[src/rtl/clic_pend_sched.sv]
// Pending-bit scheduler for n_clic: synchronises irq lines, tracks desired pended state,
// and shares the single entry-CSR write port round-robin. Optional overflow tracking: CLIC_PEND_OVF_EN.
module clic_pend_sched #(
  parameter int unsigned        VecSize    = 8,
  parameter int unsigned        VecWidth   = (VecSize > 1) ? $clog2(VecSize) : 1,
  parameter int unsigned        SyncStages = 2,
  parameter logic [VecSize-1:0] EdgeMask   = '1
) (
  input  logic                clk_i,
  input  logic                rst_ni,
  input  logic [VecSize-1:0]  irq_in_i,
  input  logic                take_valid_i,
  input  logic [VecWidth-1:0] take_vec_i,
  input  logic                wr_ready_i,
  output logic                wr_valid_o,
  output logic [VecWidth-1:0] wr_idx_o,
  output logic                wr_pend_o,
  output logic [VecSize-1:0]  pending_o,
  output logic [VecSize-1:0]  overflow_o
);

  typedef enum logic {IDLE, ISSUE} state_e;

  logic [SyncStages-1:0][VecSize-1:0] sync_q;
  logic [VecSize-1:0]  s, sd_q;
  logic [VecSize-1:0]  take_hit, set_ev, clr_ev, ev;
  logic [VecSize-1:0]  want_q, want_d, dirty_q, dirty_d;
  state_e              state_q, state_d;
  logic [VecWidth-1:0] idx_q, idx_d, rr_q, rr_d, grant;
  logic                pend_q, pend_d;

  function automatic logic [VecWidth-1:0] rr_pick(input logic [VecSize-1:0] req,
                                                  input logic [VecWidth-1:0] ptr);
    logic [VecWidth-1:0] pick;
    logic                found;
    int unsigned         idx;
    pick  = '0;
    found = 1'b0;
    for (int unsigned k = 0; k < VecSize; k++) begin
      idx = (32'(ptr) + k) % VecSize;
      if (!found && req[idx]) begin
        pick  = VecWidth'(idx);
        found = 1'b1;
      end
    end
    return pick;
  endfunction

  always_ff @(posedge clk_i or negedge rst_ni) begin
    if (!rst_ni) begin
      sync_q <= '0;
      sd_q   <= '0;
    end else begin
      sync_q <= {sync_q[SyncStages-2:0], irq_in_i};
      sd_q   <= s;
    end
  end

  assign s = sync_q[SyncStages-1];

  // Out-of-range take_vec shifts past the top bit and therefore hits nothing.
  always_comb begin
    take_hit = take_valid_i ? (VecSize'(1) << take_vec_i) : '0;
    set_ev   = EdgeMask & s & ~sd_q;
    clr_ev   = EdgeMask & take_hit & ~set_ev;
    ev       = (EdgeMask & (set_ev | take_hit)) | (~EdgeMask & (s ^ want_q));
    want_d   = (EdgeMask & ((want_q | set_ev) & ~clr_ev)) | (~EdgeMask & s);
    grant    = rr_pick(dirty_q, rr_q);
  end

  always_comb begin
    state_d = state_q;
    idx_d   = idx_q;
    pend_d  = pend_q;
    rr_d    = rr_q;
    dirty_d = dirty_q | ev;
    case (state_q)
      IDLE: begin
        if (|dirty_q) begin
          state_d = ISSUE;
          idx_d   = grant;
          pend_d  = want_q[grant];
        end
      end
      ISSUE: begin
        if (wr_ready_i) begin
          state_d = IDLE;
          rr_d    = (idx_q == VecWidth'(VecSize - 1)) ? '0 : idx_q + 1'b1;
          // A write that raced a fresh event must be reissued with the new value.
          if (want_q[idx_q] == pend_q && !ev[idx_q]) dirty_d[idx_q] = 1'b0;
        end
      end
      default: state_d = IDLE;
    endcase
  end

  always_ff @(posedge clk_i or negedge rst_ni) begin
    if (!rst_ni) begin
      state_q <= IDLE;
      idx_q   <= '0;
      pend_q  <= 1'b0;
      rr_q    <= '0;
      want_q  <= '0;
      dirty_q <= '0;
    end else begin
      state_q <= state_d;
      idx_q   <= idx_d;
      pend_q  <= pend_d;
      rr_q    <= rr_d;
      want_q  <= want_d;
      dirty_q <= dirty_d;
    end
  end

`ifdef CLIC_PEND_OVF_EN
  logic [VecSize-1:0] ovf_q;

  always_ff @(posedge clk_i or negedge rst_ni) begin
    if (!rst_ni) ovf_q <= '0;
    else         ovf_q <= ovf_q | (set_ev & want_q);
  end

  assign overflow_o = ovf_q;
`else
  assign overflow_o = '0;
`endif

  assign wr_valid_o = (state_q == ISSUE);
  assign wr_idx_o   = idx_q;
  assign wr_pend_o  = pend_q;
  assign pending_o  = want_q;

endmodule

[config.mk]
export PLATFORM = sky130hd
export DESIGN_NAME = clic_pend_sched
export DESIGN_NICKNAME = d
export VERILOG_FILES = /design/src/rtl/clic_pend_sched.sv
export SDC_FILE = /design/constraint.sdc
export NUM_CORES = 1
export LEC_CHECK = 0
export CAP_MARGIN = 20
export CORE_MARGIN = 10
export CORE_UTILIZATION = 27
export DETAILED_ROUTE_END_ITERATION = 8
export HOLD_SLACK_MARGIN = 0.12
export SYNTH_ARGS = -nofsm -noshare
export SYNTH_HDL_FRONTEND = slang
export SYNTH_SLANG_ARGS = --single-unit
[constraint.sdc]
create_clock -name clk_i -period 4.28 [get_ports clk_i]
set_clock_uncertainty 0.15 [all_clocks]
set_input_delay 0.642 -clock clk_i [delete_from_list [all_inputs] [get_ports clk_i]]
set_output_delay 0.642 -clock clk_i [all_outputs]
set_load 0.02 [all_outputs]
==> impl_metrics.csv <==
group,metric,value,unit
finish,diodes,0,
cts,cts_tree,"built",
placement,port_buffers,27,
yosys,synth-xor-area-share,0.00839,
cts,cts-resized-gates,0,
global_routing,grt_usage,0.0919,
yosys,synth_top_area_cell,"dfrtp_1",
global_routing,grt_pass1_wl,12800,µm
hold_path,holdCritPathClass,"input port to asynchronous set/reset pin",
cts,ctsHoldBuffers,0,
detailed_routing,drt.antenna.violating_nets,0,
cts,post_cts_buffers,0,
timing,hold_violations,0,
power,leakage,1.45,nW
flow_run,drv_cap,0,
cts,cts-buffers-inserted,5,
timing,fin_crit_sh,0.850,
timing,worst_pin_slew,734,ps
power,p_per_area,604,mW/mm²
timing,finalCriticalPeriod,3640,ps
worst_setup_path,max_stage_delay,820,ps
cts,htreeDepth,2,
cts,clockBufferDepth,2,
global_routing,grt-ovfl-total,0,
yosys,synth.distinct_cells,55,
yosys,ys.flop_type,"dfrtp_1",
yosys,synth_top_area_frac,0.383,
floorplanning,io_pins,36,
worst_setup_path,start_kind,"flop",
worst_setup_path,cp.arrival,3610,ps
detailed_routing,drt_wl_total,7460,µm
yosys,synth_top_family_by_area,"multiplexers",
finish,area_growth,16.7,%
yosys,synth_adder_area_share,0.0160,
finish,final_util,0.322,
detailed_routing,wl_per_cell,16.2,µm
floorplanning,rows,39,
placement,dp_hpwl,5460,µm
yosys,muxShareOfSynthArea,0.227,
global_routing,grt_max_degree,49,
worst_setup_path,worstSetupPathType,"flop to flop",
yosys,async_reset_ff_frac,1.00,
power,ir_worst_vdd,0.241,mV
floorplanning,core-area,0.0114,mm²
detailed_routing,viasPerCell,5.23,
finish,fin_area,0.00366,mm²
yosys,synth_edf_count,0,
yosys,synth_simple_gate_area_share,0.173,
detailed_routing,first_pass_iters,4,
detailed_routing,via_count,2413,
worst_setup_path,cp-end-kind,"flop",
timing,max-slew-margin-rel,0.511,
yosys,synth_warnings,0,
floorplanning,die_h,128,µm
yosys,postSynthAreaPerCell,10.4,µm²
timing,fmax,0.275,GHz
floorplanning,start_util,0.276,
detailed_routing,drtIter0Drc,132,
yosys,synth_compound_gate_area_share,0.130,
floorplanning,die-area,0.0163,mm²
detailed_routing,drc,0,
status,outcome,"completed",
global_routing,antenna_found_initial,0,
worst_setup_path,slowest_stage,"dfrtp_1",
worst_setup_path,path_cells,"mux4_2, mux2_2, nand2b_1, or4_1, and4_1, a2111o_1, nand3b_1, a31oi_1",
timing,slew_violations,0,
cts,clk_latency,280,ps
placement,gp_congestion,0.812,
finish,fillers,1146,
cts,root_buffer,"clkbuf_16",
worst_setup_path,crit_buf_inv,0,
worst_setup_path,cp_max_fo,17,
worst_setup_path,crit_family,"simple AND/OR/NAND/NOR gates",
cts,cts.clk_slew.worst_paths,60,ps
yosys,syn_inst,301,
timing,fin_setup_tns,0,ps
yosys,ys_seq_area_frac,0.383,
finish,drive_gt1_frac,0.138,
timing,rsz0062_at_grt,"no",
worst_setup_path,crit_required,4260,ps
finish,nets,337,
power,total_power,0.00221,W
timing,finalSetupViolations,0,
global_routing,grt_pass1_vias,2487,
floorplanning,die_w,128,µm
placement,placed_area,0.00348,mm²
yosys,syn_area,0.00313,mm²
cts,clkSinkCount,48,
yosys,synth.ff_latch_count,48,
yosys,yosys-top-cells-area,"dfrtp_1, mux4_2, nand2_1",
## Yosys cell counts, types with 2 or more instances
library cell	instances
o22a_1	6
a31oi_1	3
and4_1	2
nor3_1	2
buf_2	5
o32a_1	4
mux4_2	16
xnor2_1	2
nand2_1	49
nand3_1	9
ha_1	4
a211o_1	2
o211ai_1	5
mux4_1	3
buf_4	9
nand4_1	5
a21oi_1	6
clkbuf_1	13
o21ai_0	5
nor4_1	2
nor2_1	10
nand2b_1	15
a2111o_1	2
a211oi_1	2
nor2b_1	6
mux2i_1	16
mux2_2	10
inv_1	8
o31ai_1	6
nand3b_1	2
dfrtp_1	48
## area by class of cell
cell class	count	area, µm²	share of cell area
multi-input cells	222	1770	0.483
flip-flops and latches	48	1200	0.328
clock buffers	7	153	0.0417
well taps	143	179	0.0489
inverters	9	33.8	0.00924
repair buffers	32	323	0.0883
## per-layer routing
layer  share of wire  vias to the layer above  wire length (µm)  GRT usage
met5               0                        -                 0          0
met4          0.0097                        0                72     0.0185
met3           0.064                        9               476     0.0227
met2            0.47                       72              3510      0.150
met1            0.46                     1196              3400      0.121
li1                -                     1136                 -          -
## metrics by stage
stage	std cells	hold WS (ps)	setup WS, ps
floorplan	308	181	349
global placement	453	181	720
detailed placement	453	185	659
CTS	460	198	637
global route	461	203	383
finish	461	196	642
## state kept, by name (all words and copies together), names as in the netlist
signal,cells
dirty_q,8
pending_o,8
rr_q,3
s,8
sd_q,8
sync_q,8
wr_idx_o,3
wr_pend_o,1
wr_valid_o,1
## final timing paths
path | startpoint | to | cells after the start | slack, ps
max | rr_q[2]$_DFFE_PN0P_ | wr_pend_o$_DFFE_PN0P_ | 8 | 640
min | rst_ni | s[2]$_DFF_PN0_ | 1 | 200
max reg2reg | rr_q[2]$_DFFE_PN0P_ | wr_pend_o$_DFFE_PN0P_ | 8 | 640
min reg2reg | sync_q[0]$_DFF_PN0_ | s[0]$_DFF_PN0_ | 0 | 200
max in group asynchronous | rst_ni | sd_q[0]$_DFF_PN0_ | 2 | 3270
min in group clk_i | sync_q[0]$_DFF_PN0_ | s[0]$_DFF_PN0_ | 0 | 200
## logic make-up (layout without fill, tap and decap cells)
logic type               Yosys count  after routing
AND/OR/NAND/NOR                  110            110
AO/OA/AOI/OAI                     52             52
flip-flops                        48             48
multiplexers                      45             45
buffers and inverters             38             48
adder cells (fa/ha/maj)            4              4
XOR/XNOR                           3              3
other                              1              8
## power by group
group / internal, W / total (W) / switching (W)
combinational: 0.000564 / 0.00112 / 0.000556
clock: 0.000245 / 0.000398 / 0.000153
sequential: 0.000519 / 0.000692 / 0.000173
total: 0.00133 / 0.00221 / 0.000882
## placed cells by master (no fill, tap or decap), drive strengths merged, types with 3 or more instances in the layout
| cell type | instances |
|---|---|
| inv | 9 |
| ha | 4 |
| mux2 | 10 |
| o21ai | 5 |
| o211ai | 5 |
| o32a | 4 |
| nor2b | 6 |
| a21oi | 6 |
| nand3 | 9 |
| a31oi | 3 |
| clkdlybuf4s50 | 26 |
| mux2i | 16 |
| conb | 8 |
| clkbuf | 7 |
| a211oi | 3 |
| nand2 | 49 |
| nand4 | 5 |
| o22a | 6 |
| mux4 | 19 |
| o31ai | 6 |
| nor2 | 10 |
| dfrtp | 48 |
| buf | 6 |
| nand2b | 15 |
Power figures use the tool's default switching activity.
